==> src/rtl/mem_arb_pkg.sv <==
// Shared types and constants for the CPU/DMA data-memory arbiter.
package mem_arb_pkg;

  localparam int unsigned STARVE_MAX_DEF = 4;
  localparam int unsigned WAIT_W         = 4;
  localparam int unsigned ADDR_W         = 32;
  localparam int unsigned DATA_W         = 32;

  typedef enum logic [1:0] {
    NORMAL  = 2'd0,
    DMA_ACC = 2'd1,
    DMA_ACK = 2'd2
  } arb_state_e;

  // One memory-port access as presented to the data memory.
  typedef struct packed {
    logic [ADDR_W-1:0] addr;
    logic [DATA_W-1:0] wdata;
    logic              wr;
  } mem_req_t;

endpackage

==> src/rtl/arb_wait_cnt.sv <==
// Saturating count of cycles the DMA has waited behind the CPU.
module arb_wait_cnt
  import mem_arb_pkg::*;
(
  input  logic              clk,
  input  logic              rst_n,
  input  logic              inc,
  input  logic              clr,
  output logic [WAIT_W-1:0] cnt
);

  localparam logic [WAIT_W-1:0] CNT_MAX = '1;

  // Clear has priority over increment.
  always_ff @(posedge clk or negedge rst_n) begin
    if (!rst_n) begin
      cnt <= '0;
    end else if (clr) begin
      cnt <= '0;
    end else if (inc && (cnt != CNT_MAX)) begin
      cnt <= cnt + WAIT_W'(1);
    end
  end

endmodule

==> src/rtl/mem_arbiter.sv <==
// Single-port data-memory arbiter: CPU has priority, DMA is forced in after
// STARVE_MAX consecutive lost cycles.
module mem_arbiter
  import mem_arb_pkg::*;
#(
  parameter int unsigned STARVE_MAX = STARVE_MAX_DEF
) (
  input  logic              clk,
  input  logic              rst_n,
  input  logic              cpu_req,
  input  logic              cpu_we,
  input  logic [ADDR_W-1:0] cpu_addr,
  input  logic [DATA_W-1:0] cpu_wdata,
  output logic [DATA_W-1:0] cpu_rdata,
  output logic              cpu_stall,
  input  logic              dma_req,
  input  logic              dma_we,
  input  logic [ADDR_W-1:0] dma_addr,
  input  logic [DATA_W-1:0] dma_wdata,
  output logic              dma_ack,
  output logic [DATA_W-1:0] dma_rdata,
  output logic [ADDR_W-1:0] mem_addr,
  output logic [DATA_W-1:0] mem_wdata,
  output logic              mem_wr,
  input  logic [DATA_W-1:0] mem_rdata
);

  localparam int unsigned CMP_W = WAIT_W + 1;

  arb_state_e        state;
  arb_state_e        state_next;
  logic [WAIT_W-1:0] wait_cnt;
  logic [CMP_W-1:0]  wait_next;
  logic              starve_hit;
  logic              cnt_inc;
  logic              cnt_clr;
  logic              cpu_own;
  logic              dma_own;
  mem_req_t          mem_req;

  arb_wait_cnt u_wait_cnt (
    .clk   (clk),
    .rst_n (rst_n),
    .inc   (cnt_inc),
    .clr   (cnt_clr),
    .cnt   (wait_cnt)
  );

  assign wait_next  = {1'b0, wait_cnt} + CMP_W'(1);
  assign starve_hit = (wait_next >= CMP_W'(STARVE_MAX));

  always_ff @(posedge clk or negedge rst_n) begin
    if (!rst_n) begin
      state <= NORMAL;
    end else begin
      state <= state_next;
    end
  end

  // Next state, port ownership and counter control.
  always_comb begin
    state_next = state;
    cnt_inc    = 1'b0;
    cnt_clr    = ~dma_req;
    cpu_own    = 1'b0;
    dma_own    = 1'b0;
    cpu_stall  = 1'b0;
    unique case (state)
      NORMAL: begin
        cpu_own = cpu_req;
        if (dma_req) begin
          if (!cpu_req || starve_hit) begin
            state_next = DMA_ACC;
          end else begin
            cnt_inc = 1'b1;
          end
        end
      end
      DMA_ACC: begin
        dma_own    = 1'b1;
        cpu_stall  = cpu_req;
        state_next = DMA_ACK;
      end
      DMA_ACK: begin
        cpu_own    = cpu_req;
        state_next = NORMAL;
      end
      default: state_next = NORMAL;
    endcase
    if (state_next == DMA_ACC) begin
      cnt_clr = 1'b1;
    end
    // The port is idle while reset is held, whatever the requesters drive.
    if (!rst_n) begin
      cpu_own   = 1'b0;
      dma_own   = 1'b0;
      cpu_stall = 1'b0;
    end
  end

  always_comb begin
    mem_req = '0;
    if (cpu_own) begin
      mem_req.addr  = cpu_addr;
      mem_req.wdata = cpu_wdata;
      mem_req.wr    = cpu_we;
    end else if (dma_own) begin
      mem_req.addr  = dma_addr;
      mem_req.wdata = dma_wdata;
      mem_req.wr    = dma_we;
    end
  end

  assign mem_addr  = mem_req.addr;
  assign mem_wdata = mem_req.wdata;
  assign mem_wr    = mem_req.wr;
  assign cpu_rdata = cpu_own ? mem_rdata : '0;

  // Ack pulses in the DMA_ACK cycle; load data captured at the end of DMA_ACC.
  always_ff @(posedge clk or negedge rst_n) begin
    if (!rst_n) begin
      dma_ack   <= 1'b0;
      dma_rdata <= '0;
    end else begin
      dma_ack <= (state == DMA_ACC);
      if ((state == DMA_ACC) && !dma_we) begin
        dma_rdata <= mem_rdata;
      end
    end
  end

endmodule

==> config.mk <==
export PLATFORM = sky130hd
export DESIGN_NAME = mem_arbiter
export DESIGN_NICKNAME = d
export VERILOG_FILES = /design/src/rtl/mem_arb_pkg.sv /design/src/rtl/arb_wait_cnt.sv /design/src/rtl/mem_arbiter.sv
export SDC_FILE = /design/constraint.sdc
export NUM_CORES = 1
export LEC_CHECK = 0
export BUFFER_PORTS_ARGS = -buffer_cell sky130_fd_sc_hd__buf_2
export CAP_MARGIN = 20
export CORE_AREA = 5 5 111 113
export CTS_CLUSTER_SIZE = 14
export DETAILED_ROUTE_END_ITERATION = 7
export DIE_AREA = 0 0 116 118
export PLACE_DENSITY_LB_ADDON = 0.2
export SYNTH_ARGS = -nofsm -noshare
export SYNTH_HDL_FRONTEND = slang
export SYNTH_HIERARCHICAL = 1
export SYNTH_SLANG_ARGS = --single-unit
export TNS_END_PERCENT = 20
==> constraint.sdc <==
create_clock -name clk -period 1.75 [get_ports clk]
set_input_delay 0.35 -clock clk [delete_from_list [all_inputs] [get_ports clk]]
set_output_delay 0.35 -clock clk [all_outputs]
set_load 0.03 [all_outputs]
======== Word level (Yosys, flattened, before mapping) ========
Index checks and enable logic that the tools add are counted.
cells by class
  add/subtract/negate cells ............... 2
  $lt $le $gt $ge ......................... 1
  equal/unequal tests ..................... 4
  muxes and demuxes ....................... 18
  bitwise gates (word level) .............. 1
  reduce and logical (&&, ||, !) cells .... 8
operators with widths
  operator               count
  $mux W65               2
  $mux W32               1
  $mux W1                10
  $mux W4                2
  $add A4 B1 Y5 const B  1
  $ge A5 B3 Y1 const B   1
  $add A4 B1 Y4 const B  1
  $eq A2 B1 Y1 const B   2
  $mux W2                2
  $ne A4 B4 Y1 const B   1
  $pmux W2 S2            1
  $eq A2 B2 Y1 const B   1
  $logic_and A1 B1 Y1    2
  $logic_not A1 Y1       2
  $logic_not A2 Y1       1
  $reduce_bool A2 Y1     1
  $reduce_or A2 Y1       1
  $logic_or A1 B1 Y1     1
  $not A1 Y1             1
word-level totals
  register bits after elaboration ......... 39
  input port bits ......................... 166
  output and inout bits ................... 131
  word-level logic and storage cells ...... 38

======== Logic depth before layout (Yosys ltp) ========
  depth after elaboration ................. 9
  gate-level depth with buffers ........... 5
  gate-level depth less buffers ........... 5

======== By module ========
The synthesis kept the hierarchy.
modules (own cells, without submodules)
  module        times used  cells an instance  area each (µm²)  sequential area each (µm²)
  mem_arbiter   1           196                2208.4           850.8
  arb_wait_cnt  1           20                 229.0            100.1

======== Worst setup path before layout ========
Ideal clock, no wire load.
  path type ............................... reg-to-reg
  from .................................... register dma_ack (netlist name)
  to ...................................... register u_wait_cnt.cnt[0]
  setup time .............................. 0.125 ns
  arrival time ............................ 1.745 ns
  data required time ...................... 1.625 ns
  slack ................................... -0.120 ns
  stages on the path, launching flop included .. 5
  path buffers ............................ 0
  clock period less this slack ............ 1.870 ns
  path through ............................ dfrtp_1 -> or3b_2 -> and3b_1 -> nor2b_4 -> mux2_4
RTL lines
  element                 RTL line            source
  end signal: assignment  arb_wait_cnt.sv:21  cnt <= cnt + WAIT_W'(1);
  end: declaration        arb_wait_cnt.sv:9   output logic [WAIT_W-1:0] cnt

======== Final worst setup path ========
  from .................................... register state[0]
  to ...................................... output mem_wdata[22]
on the way
  word-level cells in the longest chain between the ends .. 5
  elaborated cells on any way between the ends .. 10
  those cells by class .................... 2 x eq/ne; 6 x mux; 2 x reduce/logical
ends and longest elaborated chain
  element                                             RTL line                               source
  start: declaration                                  mem_arbiter.sv:30                      arb_state_e state;
  start signal: assignment                            mem_arbiter.sv:56                      state <= state_next;
  $eq A2 B1 Y1, or another cell as far along          mem_arbiter.sv:68                      unique case (state)
  $mux W1 / $reduce_or A2 Y1 (equally long branches)  -
  $mux W1, on equally long branches                   mem_arbiter.sv:94, mem_arbiter.sv:68
  $mux W65 / $mux W1 (equally long branches)          mem_arbiter.sv:107, mem_arbiter.sv:94
  $mux W65 (*)                                        mem_arbiter.sv:103                     if (cpu_own) begin
  end: declaration                                    mem_arbiter.sv:23                      output logic [DATA_W-1:0] mem_wdata,
Mark *: on every way between the ends. The rest lies on a longest branch, timed or not.

==> summary.md <==
| Metric | Value |
|---|---|
| Status | `finished with violations` |
| Failing checks | `setup timing` |
| Detail Placement HPWL | `9644 um` |
| Post-synthesis sequential area ratio | `0.3901` |
| Routed length per instance | `20.38 um` |
| Synth Instances | `216` |
| Clock sinks | `38` |
| Synth warn | `6` |
| H-tree levels | `2` |
| Worst EP required | `1.40 ns` |
| P_leak | `2.658 nW` |
| GR Overflow Total | `0` |
| Fin nets | `689` |
| First-pass GRT wire length | `19,670 um` |
| Layout cell share with drive strength beyond 1 | `0.7380` |
| Syn_area_per_cell | `11.28 um^2` |
| Vias per cell | `4.720` |
| Met3 usage | `0.06272` |
| Netlist cell types | `30` |
| Critical Path AT | `1.59 ns` |
| Starting DRC count in detailed routing | `174` |
| Met2 usage | `0.3399` |
| GRT Overall Usage | `0.1853` |
| CP cell instances | `and3b_2 -> buf_12 -> buf_16 -> a22o_1 -> buf_6` |
| Reg2reg end | `u_wait_cnt/cnt[0]` |
| Vias | `3,153` |
| Async SR Flop Fraction | `1.000` |
| CTS buffer count | `5` |
| Register bit total from synthesis | `38` |
| Worst R2R Start | `state[0]` |
| Worst-skew pair later-pin latency | `0.27 ns` |
| Final Cycle Share | `1.109` |
| Max VDD drop | `781.7 uV` |
| Nature of the critical path endpoint | `output pin` |
| IO Count | `297` |
| Grt peak-use layer | `met2` |
| Drt pass-1 iters | `4` |
| Clk_skew | `0.003300 ns` |
| WL final | `13,610 um` |
| Clk buf depth | `2` |
| Hold WC Path Type | `input port to asynchronous set/reset pin` |
| EDFF count, synth | `0` |
| Max Cap Violations | `0` |
| Core area | `11,220 um^2` |
| Slowest stage cell on the critical path | `dfrtp_1` |
| Fin. max-slew vios | `0` |
| Worst hold slack | `0.1586 ns` |
| DRC | `0` |
| Period minus WS final | `1.940 ns` |
| End of the critical path | `mem_wdata[22]` |
| Area growth syn-to-layout | `113.0%` |
| Pwr per Cell Area | `801.9 nW/um^2` |
| Die height | `118 um` |
| Initial antenna violation count | `3` |
| FILL cells | `1,074` |
| Clk root buf | `clkbuf_16` |
| Crit path from | `state[0]` |
| Fmax achieved | `0.5154 GHz` |
| Die area | `13,690 um^2` |
| Routability cong. | `0.8221` |
| Die Width | `116 um` |
| CP Launch Type | `flip-flop` |
| Post-synth net total | `383` |
| Final Setup Violations | `101` |
| Clk slew on worst S/H paths | `0.06 ns` |
| Post-DRT Antenna Nets | `0` |
| Final worst-path setup slack | `-0.1902 ns` |
| Setup CP Type | `flip-flop to output pin` |
| FF-to-FF path depth | `6` |
| Initial core utilization | `0.2172` |
| CTS tree | `built` |
| Largest net degree at the start of global routing | `38` |
| Slew headroom | `0.6770` |
| Port Buffers | `296` |
| Tot Pwr | `4.163 mW` |
| Final number of hold-violating endpoints | `0` |
| GRT met1 Usage | `0.1941` |
| Unrepaired setup endpoints after global routing | `true` |
| Main synth FF type | `dfrtp_1` |
| Rows | `39` |
| Worst Tran Pin Value | `0.4845 ns` |
| Worst R2R Setup Slack | `-0.09 ns` |
| Slowest stage delay, CP | `0.37 ns` |
| Vias in the first global route | `3,476` |
| Critical path fanouts, max | `18` |
| Mapped Area | `2437 um^2` |
-- critical path: cells and delay by family, from the launching register on --
kind	cells	cell delay, ns
compound gates	1	0.17
buf+inv	3	0.47
flops	1	0.37
simple gates	1	0.30
-- cell usage in the layout, fill, tap and decap left out, types with 3 or more instances in the layout --
master	n
a22o_1	64
mux2_2	30
clkbuf_16	5
and2_1	15
clkbuf_8	3
buf_2	198
buf_12	8
buf_4	10
dfrtp_1	37
buf_6	98
a21oi_1	3
buf_16	4
and2_4	18
-- flip-flops by register name, indices dropped and copies added, names as in the netlist --
register,flops
state,1
u_wait_cnt/cnt,4
dma_ack,1
dma_rdata,32
-- final cells by class --
type / count / area (um^2) / area share
antenna: 2 / 5.005 / 0.0009641
clock buffer: 8 / 166.4 / 0.03206
multi-input combinational: 157 / 1424 / 0.2743
sequential: 38 / 952.2 / 0.1834
tap: 143 / 178.9 / 0.03447
timing repair buffer: 320 / 2465 / 0.4748
-- per-stage QoR --
stage,instances,utilization,worst slack (ns),cell area (um^2),TNS [ns]
floorplan,216,-,0.01758,2441,0
global placement,645,0.3652,-0.02402,4099,-0.02889
detailed placement,645,0.3652,-0.01434,4099,-0.02511
CTS,669,0.4650,-0.2424,5219,-19.66
global route,667,0.4623,-0.2589,5189,-22.71
finish,668,0.4625,-0.1902,5191,-16.12
-- layer usage --
layer	vias to the layer above	wire length (um)
met5	-	21
met3	22	1751
met4	4	345
met1	1483	4457
li1	1442	-
met2	202	7035
-- synth_stat cells (2+ instances only) --
| cell | n | area, um^2 |
|---|---|---|
| nand2b_1 | 2 | 12.51 |
| mux2_2 | 30 | 337.8 |
| buf_4 | 3 | 22.52 |
| and2_1 | 33 | 206.5 |
| dfrtp_1 | 38 | 950.9 |
| and3b_1 | 3 | 26.28 |
| clkbuf_2 | 3 | 15.01 |
| nor2b_1 | 2 | 12.51 |
| buf_6 | 2 | 22.52 |
| mux2_1 | 2 | 22.52 |
| buf_2 | 13 | 65.06 |
| a22o_1 | 65 | 569.3 |
| a21oi_1 | 3 | 15.01 |
-- power breakdown --
| group | internal, mW | switching, mW | leakage, nW |
|---|---|---|---|
| clock | 0.644 | 0.330 | 0.0832 |
| combinational | 0.840 | 1.15 | 2.11 |
| sequential | 1.09 | 0.106 | 0.461 |
-- how the worst min path moves through the flow --
stage,start,to
floorplan,rst_n,dma_ack
global placement,rst_n,dma_rdata[27]
detailed placement,rst_n,dma_rdata[27]
CTS,rst_n,state[0]
global route,rst_n,state[0]
finish,rst_n,state[0]
-- cells by family (layout without fill, tap and decap cells) --
logic type      count (synthesis)  in the layout  share of synthesized area
mux                            34             34                     0.1581
fa+ha+maj                       1              1                   0.005133
other cells                     0              2                          0
flops                          38             38                     0.3901
compound gates                 70             70                     0.2454
simple gates                   52             52                     0.1499
buf+inv                        21            328                    0.05133
-- what timing repair did --
item                                   in CTS  in global routing
hold buffers                                1                  0
gates resized for setup                   221                 14
endpoints found under the hold margin       1                  0
setup buffers                               8                  0
cloned                                      7                  0
setup endpoints to repair                  98                102
pin swaps                                  26                 36
(Power assumes the default switching activity.)
